$ cat src/rtl/ours_rdy_skid.sv
// Two-entry valid/ready register slice. Upstream ready comes only from local flops,
// which breaks long combinational ready chains between producer and consumer.
module ours_rdy_skid #(
    parameter int WIDTH       = 32,
    parameter int DATA_RST    = 0,
    parameter int STALL_CNT_W = 8
) (
    input  logic                   clk,
    input  logic                   rstn,
    input  logic                   flush,
    input  logic                   in_valid,
    output logic                   in_ready,
    input  logic [WIDTH-1:0]       in_data,
    output logic                   out_valid,
    input  logic                   out_ready,
    output logic [WIDTH-1:0]       out_data,
    output logic [1:0]             occupancy,
    output logic [STALL_CNT_W-1:0] stall_cnt
);

    typedef enum logic [1:0] {
        EMPTY = 2'd0,
        BUSY  = 2'd1,
        FULL  = 2'd2
    } state_t;

    localparam logic [STALL_CNT_W-1:0] STALL_ONE = {{(STALL_CNT_W-1){1'b0}}, 1'b1};
    localparam logic [STALL_CNT_W-1:0] STALL_MAX = {STALL_CNT_W{1'b1}};

    state_t                   state_q, state_d;
    logic [WIDTH-1:0]         main_q, main_d;
    logic [WIDTH-1:0]         skid_q, skid_d;
    logic [STALL_CNT_W-1:0]   stall_cnt_q, stall_cnt_d;
    logic                     rst_hold_q, rst_hold_d;
    logic                     in_fire;
    logic                     out_fire;

    assign out_valid = (state_q != EMPTY);
    assign in_ready  = (state_q != FULL) & ~rst_hold_q;
    assign occupancy = state_q;
    assign out_data  = main_q;
    assign stall_cnt = stall_cnt_q;

    // in_data only reaches state through in_fire, so an undriven bus is harmless
    assign in_fire  = in_valid & in_ready;
    assign out_fire = out_valid & out_ready;

    always_comb begin
        state_d     = state_q;
        main_d      = main_q;
        skid_d      = skid_q;
        stall_cnt_d = stall_cnt_q;
        rst_hold_d  = 1'b0;

        case (state_q)
            EMPTY: begin
                if (in_fire) begin
                    state_d = BUSY;
                    main_d  = in_data;
                end
            end
            BUSY: begin
                if (in_fire && out_fire) begin
                    main_d = in_data;
                end else if (in_fire) begin
                    state_d = FULL;
                    skid_d  = in_data;
                end else if (out_fire) begin
                    state_d = EMPTY;
                end
            end
            FULL: begin
                if (out_fire) begin
                    state_d = BUSY;
                    main_d  = skid_q;
                end
            end
            default: begin
                state_d = EMPTY;
            end
        endcase

        if (out_valid && !out_ready && (stall_cnt_q != STALL_MAX)) begin
            stall_cnt_d = stall_cnt_q + STALL_ONE;
        end

        // Flush wins over a simultaneous accept; the payload registers keep their contents
        if (flush) begin
            state_d     = EMPTY;
            main_d      = main_q;
            skid_d      = skid_q;
            stall_cnt_d = '0;
        end
    end

    always_ff @(posedge clk) begin
        if (!rstn) begin
            state_q     <= EMPTY;
            stall_cnt_q <= '0;
            rst_hold_q  <= 1'b1;
        end else begin
            state_q     <= state_d;
            stall_cnt_q <= stall_cnt_d;
            rst_hold_q  <= rst_hold_d;
        end
    end

    always_ff @(posedge clk) begin
        if (!rstn) begin
            if (DATA_RST != 0) begin
                main_q <= '0;
                skid_q <= '0;
            end
        end else begin
            main_q <= main_d;
            skid_q <= skid_d;
        end
    end

endmodule

$ cat config.mk
export PLATFORM = sky130hd
export DESIGN_NAME = ours_rdy_skid
export DESIGN_NICKNAME = d
export VERILOG_FILES = /design/src/rtl/ours_rdy_skid.sv
export SDC_FILE = /design/constraint.sdc
export NUM_CORES = 1
export LEC_CHECK = 0
export CAP_MARGIN = 20
export CORE_MARGIN = 4
export CORE_UTILIZATION = 47
export DETAILED_ROUTE_END_ITERATION = 8
export PLACE_DENSITY = 0.87
export SYNTH_ARGS = -nofsm -noshare
export SYNTH_HDL_FRONTEND = slang
export SYNTH_SLANG_ARGS = --single-unit
$ cat constraint.sdc
create_clock -name clk -period 5.1 [get_ports clk]
set_input_delay 1.02 -clock clk [delete_from_list [all_inputs] [get_ports clk]]
set_output_delay 1.02 -clock clk [all_outputs]
set_load 0.02 [all_outputs]
==> metrics list <==
- In the global route stage, overall resource usage came out at 0.156.
- The number of endpoints with negative hold slack in the final report was 0.
- Share of the yosys chip area belonging to registers: 0.738
* Antenna-violating nets left: 0
* Die footprint: 7500 um^2
- The die is 86.6 um wide.
- The number of setup buffers added after CTS is 0.
- Each instance of the synthesized netlist takes up on average 17.0 um^2.
- Setup violations remaining at the end of the flow were counted as 0.
- Number of buffers added to fix hold violations after cts: 0
- Highest clock rate: 0.298 GHz
- After synthesis, the netlist uses 32 different library cells.
- Pwr Density: 315 nW/um^2
* Drt initial violations: 121
* Critical-path maximum fanout: 34
- Synthesis produced a netlist with a net count of 209.
- After floorplanning, the core was sized to cover 5960 um^2.
- After layout, the worst setup slack is 1740 ps.
- Once detailed placement completed, the half-perimeter wirelength came to 3820 um.
- The cell count after synthesis came out at 171.
- Slew headroom: 0.361
* CTS tree: done
- Warning count from the yosys run: 0
- VDD sags by at most 0.185 mV.
- The setup path with the least slack is of type flip-flop to output pin.
- Core Util, Final: 0.671
- # port buffers: 80
* Top library cells by usage in the layout, fill and taps aside: sky130_fd_sc_hd__clkdlybuf4s50_1 (80), sky130_fd_sc_hd__edfxtp_1 (64), sky130_fd_sc_hd__mux2_2 (30), sky130_fd_sc_hd__dfxtp_1 (11), sky130_fd_sc_hd__clkbuf_8 (9)
* Setup TNS: 0 ps
* Maximum clock skew at final layout: 12.6 ps
* Routed vias: 1,747
- 81 I/O pins were placed.
- Most common cell after layout, fill and taps aside: sky130_fd_sc_hd__clkdlybuf4s50_1
- Count of max-cap constraint violations: 0
- Once layout is done, the placed cells without fillers occupy 4000 um^2.
- Type of the most critical hold path: flip-flop to flip-flop
- Placer congestion estimate: 0.860
- After synthesis the cells add up to 2900 um^2.
- Across all hold checks on the routed design, the worst slack comes to 522 ps.
- Number of nets in the layout: 295
* Leftover overflow at the end of global routing: 0
* Outcome: completed
- Data on the critical path arrives at its endpoint at 2340 ps.
* Setup WS pre-CTS: 1860 ps
* Total DRC errors in the routed layout: 0
- The worst path needs 3360 ps of the cycle, external delays included.
- The initial utilization of the core area, before any placement, comes to 0.487.
- The pre-antenna-repair detailed-routing pass consisted of 4 iterations.
- Antenna violations before repair: 0
- Setup repair after global routing left no endpoint under its margin.
* Endpoint required time on the critical path: 4080 ps
* Pin count of the biggest net entering global routing: 35
* Fraction of final layout cells sized beyond drive strength 1: 0.206
* Leakage power: 1.34 nW
* Placed cell area: 3770 um^2
* Worst-Margin Slew: 957 ps
- Final worst-path cycle share: 0.659
* Total number of clock tree sinks: 75
* Clock edge transition at the registers on the reported setup and hold paths: 80 ps
- The first global-routing pass estimated 8800 um of wire.
- After synthesis the netlist holds a flip-flop and latch count of 75.
- From synthesis to final layout, the design area changed by 37.8%.
- Per-cell routed wire length: 16.4 um
* Number of rows created at floorplan: 28
- Number of global-route vias before repair: 1,700
* Library cell used as clock root buffer: sky130_fd_sc_hd__clkbuf_8
- Die extent in y: 86.6 um
- Antenna diode count: 0
* Worst skew pair latency: 340 ps
- Using the TritonRoute via totals, the vias-per-cell ratio works out to 5.18.
* Number of resized instances in the post-cts repair step: 0
- Count of pins over their slew limit: 0
- The number of clock buffers added by TritonCTS is 9.
* Capturing element type of the critical path: output pin
* Clock H-tree levels: 3
- STA classifies the critical path startpoint as a flip-flop.
- Maximum clock insertion buffer count: 2
* Total wirelength of the detailed-routed design: 5540 um
[registers in the layout, summed over array words and instances, names as in the netlist]
name and flops:
stall_cnt 8, skid_q 32, rst_hold_q 1, occupancy 2, out_data 32
[per-layer routing]
metal,share of wire,GRT usage
met1,0.42,0.201
met2,0.47,0.244
met3,0.094,0.0504
met4,0.014,0.0637
met5,0,0
[kinds of logic (layout without fill, tap and decap cells)]
kind of cell,count (synthesis),count (layout),share of synthesized area
flops,75,75,0.738
mux,35,35,0.134
simple gates,33,33,0.0603
compound gates,18,18,0.0401
buf+inv,8,99,0.0198
fa+ha+maj,1,1,0.00431
xor+xnor,1,1,0.00302
[cell usage after synthesis]
| cell | number | area [um^2] |
|---|---|---|
| sky130_fd_sc_hd__edfxtp_1 | 64 | 1920 |
| sky130_fd_sc_hd__mux2_2 | 30 | 338 |
| sky130_fd_sc_hd__dfxtp_1 | 11 | 220 |
| sky130_fd_sc_hd__nor2_1 | 9 | 33.8 |
| sky130_fd_sc_hd__a21oi_1 | 6 | 30.0 |
| sky130_fd_sc_hd__nand2_1 | 5 | 18.8 |
| sky130_fd_sc_hd__nor3_1 | 4 | 20.0 |
| sky130_fd_sc_hd__a31oi_1 | 3 | 18.8 |
| sky130_fd_sc_hd__buf_6 | 3 | 33.8 |
| sky130_fd_sc_hd__mux2i_1 | 3 | 30.0 |
| sky130_fd_sc_hd__nand2b_1 | 3 | 18.8 |
| sky130_fd_sc_hd__nand3_1 | 3 | 15.0 |
| sky130_fd_sc_hd__nand4_1 | 3 | 18.8 |
| sky130_fd_sc_hd__o21ai_0 | 3 | 15.0 |
| sky130_fd_sc_hd__inv_1 | 2 | 7.51 |
| sky130_fd_sc_hd__mux2_1 | 2 | 22.5 |
| sky130_fd_sc_hd__nor2b_1 | 2 | 12.5 |
| sky130_fd_sc_hd__a211oi_1 | 1 | 7.51 |
| sky130_fd_sc_hd__and3_1 | 1 | 6.26 |
| sky130_fd_sc_hd__buf_4 | 1 | 7.51 |
| sky130_fd_sc_hd__clkbuf_1 | 1 | 3.75 |
| sky130_fd_sc_hd__clkbuf_2 | 1 | 5.00 |
| sky130_fd_sc_hd__ha_1 | 1 | 12.5 |
| sky130_fd_sc_hd__nor3_4 | 1 | 16.3 |
| sky130_fd_sc_hd__o2111a_1 | 1 | 11.3 |
| sky130_fd_sc_hd__o21a_1 | 1 | 7.51 |
| sky130_fd_sc_hd__o21ai_1 | 1 | 5.00 |
| sky130_fd_sc_hd__o21ba_2 | 1 | 10.0 |
| sky130_fd_sc_hd__o21bai_2 | 1 | 11.3 |
| sky130_fd_sc_hd__or2_2 | 1 | 6.26 |
| sky130_fd_sc_hd__or3b_1 | 1 | 8.76 |
| sky130_fd_sc_hd__xor2_1 | 1 | 8.76 |
[per-stage QoR]
stage | instances | total power, mW
after detailed placement | 321 | 0.774
after global routing | 337 | 1.31
final | 337 | 1.26
after floorplan | 171 | 0.721
after global placement | 321 | 0.771
after CTS | 337 | 1.27
[critical path: stages (launching register included)]
cell                              delay, ps
sky130_fd_sc_hd__dfxtp_1                490
sky130_fd_sc_hd__nor2b_4                840
sky130_fd_sc_hd__nor2_1                  80
sky130_fd_sc_hd__clkdlybuf4s50_1        590
[power breakdown]
part / leakage, nW / internal, mW / switching (mW)
Combinational: 0.555 / 0.0488 / 0.0336
Clock: 0.114 / 0.280 / 0.220
Sequential: 0.668 / 0.673 / 0.00328
[final cells by class]
| cell class | instances | area (um^2) |
|---|---|---|
| clock buffer | 9 | 124 |
| clock inverter | 7 | 100 |
| fill | 445 | 1960 |
| inverter | 2 | 7.51 |
| multi-input combinational | 88 | 723 |
| sequential | 75 | 2140 |
| tap | 75 | 93.8 |
| timing repair buffer | 81 | 808 |
[path summary, 6_finish.rpt]
| check | from | endpoint | slack [ps] | cells past startpoint |
|---|---|---|---|---|
| min | stall_cnt[3] | stall_cnt[3] | 520 | 1 |
| min reg2reg | stall_cnt[3] | stall_cnt[3] | 520 | 1 |
| max | occupancy[1] | in_ready | 1740 | 3 |
| max reg2reg | occupancy[1] | out_data[27] | 2970 | 4 |
Power figures use the tool's default switching activity.
